[src/rtl/sonic_vc_tx_port_arbiter.sv]
// Packet-granular round-robin arbiter merging N ready/valid ports onto one registered stream.
// A grant is held from the first beat to the in_eop beat; each output beat carries its source channel.
module sonic_vc_tx_port_arbiter #(
    parameter int N_PORTS    = 4,
    parameter int DATA_WIDTH = 133,
    parameter int CH_WIDTH   = 2
) (
    input  logic                          clk,
    input  logic                          reset,
    input  logic [N_PORTS-1:0]            port_en,
    input  logic [N_PORTS-1:0]            in_valid,
    input  logic [N_PORTS-1:0]            in_eop,
    input  logic [N_PORTS*DATA_WIDTH-1:0] in_data,
    output logic [N_PORTS-1:0]            in_ready,
    output logic                          out_valid,
    output logic [DATA_WIDTH-1:0]         out_data,
    output logic                          out_eop,
    output logic [CH_WIDTH-1:0]           out_channel,
    input  logic                          out_ready,
    output logic                          busy
);

    typedef enum logic {IDLE, PKT} state_t;

    state_t                state, state_next;
    logic [CH_WIDTH-1:0]   grant, grant_next, last_grant;
    logic [CH_WIDTH-1:0]   pick;
    logic                  found;
    logic [N_PORTS-1:0]    eligible;
    logic                  accept;
    logic                  sel_valid, sel_eop;
    logic [DATA_WIDTH-1:0] sel_data;

    assign eligible = in_valid & port_en;

    // Walk from farthest to nearest so the port closest after last_grant wins.
    always_comb begin
        pick  = '0;
        found = 1'b0;
        for (int k = N_PORTS; k >= 1; k--) begin
            if (eligible[(int'(last_grant) + k) % N_PORTS]) begin
                pick  = CH_WIDTH'((int'(last_grant) + k) % N_PORTS);
                found = 1'b1;
            end
        end
    end

    always_comb begin
        sel_valid = 1'b0;
        sel_eop   = 1'b0;
        sel_data  = '0;
        for (int i = 0; i < N_PORTS; i++) begin
            if (grant == CH_WIDTH'(i)) begin
                sel_valid = in_valid[i];
                sel_eop   = in_eop[i];
                sel_data  = in_data[i*DATA_WIDTH +: DATA_WIDTH];
            end
        end
    end

    assign accept = (state == PKT) && sel_valid && (!out_valid || out_ready);

    always_ff @(posedge clk) begin
        if (reset) begin
            state      <= IDLE;
            grant      <= '0;
            last_grant <= CH_WIDTH'(N_PORTS - 1);
        end else begin
            state <= state_next;
            grant <= grant_next;
            if (accept && sel_eop)
                last_grant <= grant;
        end
    end

    always_comb begin
        state_next = state;
        grant_next = grant;
        case (state)
            IDLE: if (found) begin
                state_next = PKT;
                grant_next = pick;
            end
            PKT: if (accept && sel_eop) state_next = IDLE;
            default: state_next = IDLE;
        endcase
    end

    always_comb begin
        in_ready = '0;
        busy     = (state == PKT);
        if (state == PKT) begin
            for (int i = 0; i < N_PORTS; i++)
                if (grant == CH_WIDTH'(i)) in_ready[i] = !out_valid || out_ready;
        end
    end

    // A new accept and a drain in the same cycle keeps out_valid high with the new beat.
    always_ff @(posedge clk) begin
        if (reset) begin
            out_valid   <= 1'b0;
            out_data    <= '0;
            out_eop     <= 1'b0;
            out_channel <= '0;
        end else if (accept) begin
            out_valid   <= 1'b1;
            out_data    <= sel_data;
            out_eop     <= sel_eop;
            out_channel <= grant;
        end else if (out_valid && out_ready) begin
            out_valid <= 1'b0;
        end
    end

endmodule

[config.mk]
export PLATFORM = sky130hd
export DESIGN_NAME = sonic_vc_tx_port_arbiter
export DESIGN_NICKNAME = d
export VERILOG_FILES = /design/src/rtl/sonic_vc_tx_port_arbiter.sv
export SDC_FILE = /design/constraint.sdc
export NUM_CORES = 1
export LEC_CHECK = 0
export CAP_MARGIN = 15
export CORE_AREA = 2 2 269 271
export CTS_BUF_LIST = sky130_fd_sc_hd__clkbuf_16
export CTS_CLUSTER_SIZE = 25
export DETAILED_ROUTE_END_ITERATION = 10
export DIE_AREA = 0 0 271 273
export HOLD_SLACK_MARGIN = 0.03
export MAX_ROUTING_LAYER = met4
export PLACE_DENSITY_LB_ADDON = 0.2
export SYNTH_ARGS = -nofsm -noshare
export SYNTH_HDL_FRONTEND = slang
export SYNTH_SLANG_ARGS = --single-unit
export TNS_END_PERCENT = 10
[constraint.sdc]
create_clock -name clk -period 4.1 [get_ports clk]
set_input_delay 0.82 -clock clk [delete_from_list [all_inputs] [get_ports clk]]
set_output_delay 0.82 -clock clk [all_outputs]
set_load 0.01 [all_outputs]
==> run summary <==
run status: finished, final reports clean
synth top area cells: mux4_2 (37%), dfxtp_1 (34%), nand2_1 (12%), a21oi_1 (8.7%), buf_2 (1.8%)
sequential element share of the synthesized area: 0.345
Syn. warnings: 0
area of the mapped netlist: 0.00825 mm²
post-route ant nets: 0
I/O pin count: 689
Switching Power: 1.36 mW
total of flip-flops plus latches after synthesis: 142
min-delay worst type: reg -> reg
WS Path Type: in -> out
port bufs: 688
full die area: 0.0740 mm²
cells along the critical path: clkdlybuf4s50_1 > nand2b_1 > nand2_1 > nor3b_1 > clkdlybuf4s50_1
static leakage: 5.38 nW
post-DP HPWL: 33,700 µm
peak ir drop on the vdd network: 0.000210 V
arrival time of data at the critical path endpoint: 2.78 ns
most used cell along the critical path: clkdlybuf4s50_1
count of routing violations after the opening detailed-route iteration: 282
number of distinct standard cells referenced by the synthesized netlist: 27
global-route met3 utilization: 0.0369
via count: 9,004
Yosys top cell by area: mux4_2
grt ovf: 0
proportion of power drawn by the clock network: 0.321
Die Y: 273 µm
combinational share of power: 0.349
number of antenna violations at the first check in global routing: 1
cells after synthesis: 807
Final min period: 3.60 ns
die outline width: 271 µm
DP Cell Count: 2,375
maximum net fanout on the critical path: 7
fill cell instance count of the final layout: 7,629
internal portion of total power: 3.41 mW
startpoint type of the worst setup path: input pin
average instance area after synthesis: 10.2 µm²
Worst Skew: 0.0103 ns
fraction of power spent switching nets: 0.285
hold-fix buffers at CTS: 0
Post-Place Setup Slack: 0.496 ns
crit path from: out_ready
Critical R2R Launch: grant[0]$_SDFFE_PP0P_
Tightest Pin Transition: 0.841 ns
library cell contributing the largest single delay on the critical path: clkdlybuf4s50_1
post-cts gate resize count: 0
first drt pass iteration count: 4
crit path buf inv count: 2
starting density of the core: 0.116
area of the placeable core: 0.0710 mm²
startpoint of the lowest-slack hold path: out_data[55]$_SDFFE_PP0P_
most heavily used metal layer in global routing: met2
maximum clock frequency: 278 MHz
setup repair after global routing missed its margin: no
CP Capture Type: output port
count of final hold-check violations: 0
smallest setup slack after layout: 0.499 ns
number of clock sinks: 142
clock-pin transition on the worst setup and hold timing paths: 0.06 ns
global-route usage over all layers: 0.116
Final setup violation count: 0
Post-CTS Repair Setup Buffers: 0
Post-Layout Cell Count: 2,408
routing usage on met1: 0.119
total DRC errors in the routed layout: 0
sequential share of power: 0.330
WL/cell: 17.8 µm
pin count of the biggest net entering global routing: 135
fraction of post-synthesis cell area in the top cell type by area: 0.369
cts bufs inserted: 17
final clock period utilization by the worst path: 0.878
net count of the finished layout: 1,991
number of buffers between clock root and the deepest sink: 2
wire length reported by the detailed router: 42,900 µm
delay-heaviest family, CP: buffers and inverters
cell row count: 98
Largest stage delay, worst path: 0.58 ns
fraction of layout instances using a drive strength above 1: 0.122
number of nets produced by synthesis: 1,354
number of global-route vias before repair: 9,702
met2 usage: 0.214
power per cell area: 287 mW/mm²
first-pass GRT wire length: 61,900 µm
post-route setup TNS: 0 ns
H-tree depth: 4
final weighted congestion in routability-driven placement: 0.903
detail-routed via count per cell: 3.74
worst endpoint required time: 3.28 ns
clock root buffer: clkbuf_16
final number of max-transition violations: 0
TritonCTS clock tree: built
insertion delay of the later-clocked pin in the worst-skew pair: 0.47 ns
area growth from synthesis to final layout: 102%
max-cap violation count: 0
Max-slew headroom: 0.440
## kinds of logic (layout without fill, tap and decap cells)
logic type      after synthesis  after routing  share of synthesized area
simple gates                293            293                      0.137
compound gates              155            155                     0.0969
flops                       142            142                      0.345
mux                         137            137                      0.371
buf+inv                      80            730                     0.0499
other cells                   0              1                          0
## metal layers
layer,routed length (µm),part of all wire,vias to the layer above
met3,3220,0.075,22
met5,0,0,-
met2,23100,0.54,402
met4,533,0.012,0
met1,16100,0.37,4354
li1,-,-,4226
## registers in the layout, indices dropped and copies added (netlist names)
name and count:
busy 1, out_channel 2, grant 2, out_eop 1, last_grant 2, out_valid 1, out_data 133
## power by group through the flow
stage          Clock (mW)  Sequential, mW  Combinational [mW]
6_report             1.53            1.58                1.66
3_3_place_gp            0            1.61                1.70
5_1_grt              1.68            1.59                1.79
4_1_cts              1.64            1.58                1.71
3_5_place_dp            0            1.61                1.70
2_1_floorplan           0            1.62               0.730
## worst register-to-register path, stage by stage, from the launching register on
cell and delay, ns:
dfxtp_4 0.78, mux4_2 0.68, and3_4 0.22, buf_12 0.23, nand2_1 0.31, a21oi_1 0.07
## metrics by stage
| step | area, µm² | power, mW | util | hold WS, ns |
|---|---|---|---|---|
| detailed placement | 16100 | 3.31 | 0.227 | 0.446 |
| global placement | 16100 | 3.30 | 0.227 | 0.442 |
| global route | 16600 | 5.07 | 0.235 | 0.465 |
| CTS | 16600 | 4.93 | 0.234 | 0.455 |
| floorplan | 8250 | 2.35 | - | 0.481 |
| finish | 16600 | 4.77 | 0.235 | 0.451 |
## final timing paths
kind / slack, ns / endpoint / cells past startpoint
worst max-delay path: 0.50 / in_ready[1] / 5
worst min-delay path: 0.45 / out_data[55]$_SDFFE_PP0P_ / 2
worst min register to register: 0.45 / out_data[55]$_SDFFE_PP0P_ / 2
worst max register to register: 1.67 / out_data[65]$_SDFFE_PP0P_ / 5
## cell usage in the layout, fill, tap and decap left out, drive strengths merged, types with 2 or more instances in the layout
| cell | count |
|---|---|
| bufinv | 2 |
| a21oi | 144 |
| buf | 10 |
| clkinv | 9 |
| nand2b | 2 |
| nor3b | 2 |
| inv | 4 |
| nand2 | 274 |
| dfxtp | 142 |
| nor3 | 3 |
| clkdlybuf4s50 | 687 |
| clkbuf | 17 |
| nor2 | 8 |
| o21ai | 3 |
| a22oi | 3 |
| mux4 | 135 |
## synthesized netlist by cell type
cell type    n
a21oi_1    144
a41o_1       1
o21bai_1     1
a22oi_1      3
nor3b_1      2
a311oi_1     1
a31oi_1      1
nand2_1    274
mux2i_1      1
inv_1        1
nand2b_1     2
buf_4        6
buf_1        2
nor3_1       3
a31o_2       1
and4_1       1
clkbuf_1    35
o21ai_0      3
buf_6        7
nand3_2      1
and3_1       1
buf_2       29
mux2_2       1
dfxtp_1    142
nor2_1       8
nand4_1      1
mux4_2     135
## cell type report
cell class / count / area (µm²) / share of cell area
tap: 950 / 1190 / 0.0714
clock inverter: 15 / 133 / 0.00797
clock buffer: 17 / 425 / 0.0256
multi-input combinational: 585 / 5010 / 0.301
sequential: 142 / 2850 / 0.171
antenna: 1 / 2.50 / 0.000150
inverter: 1 / 3.75 / 0.000225
timing repair buffer: 697 / 7040 / 0.423
Power figures use the tool's default switching activity.
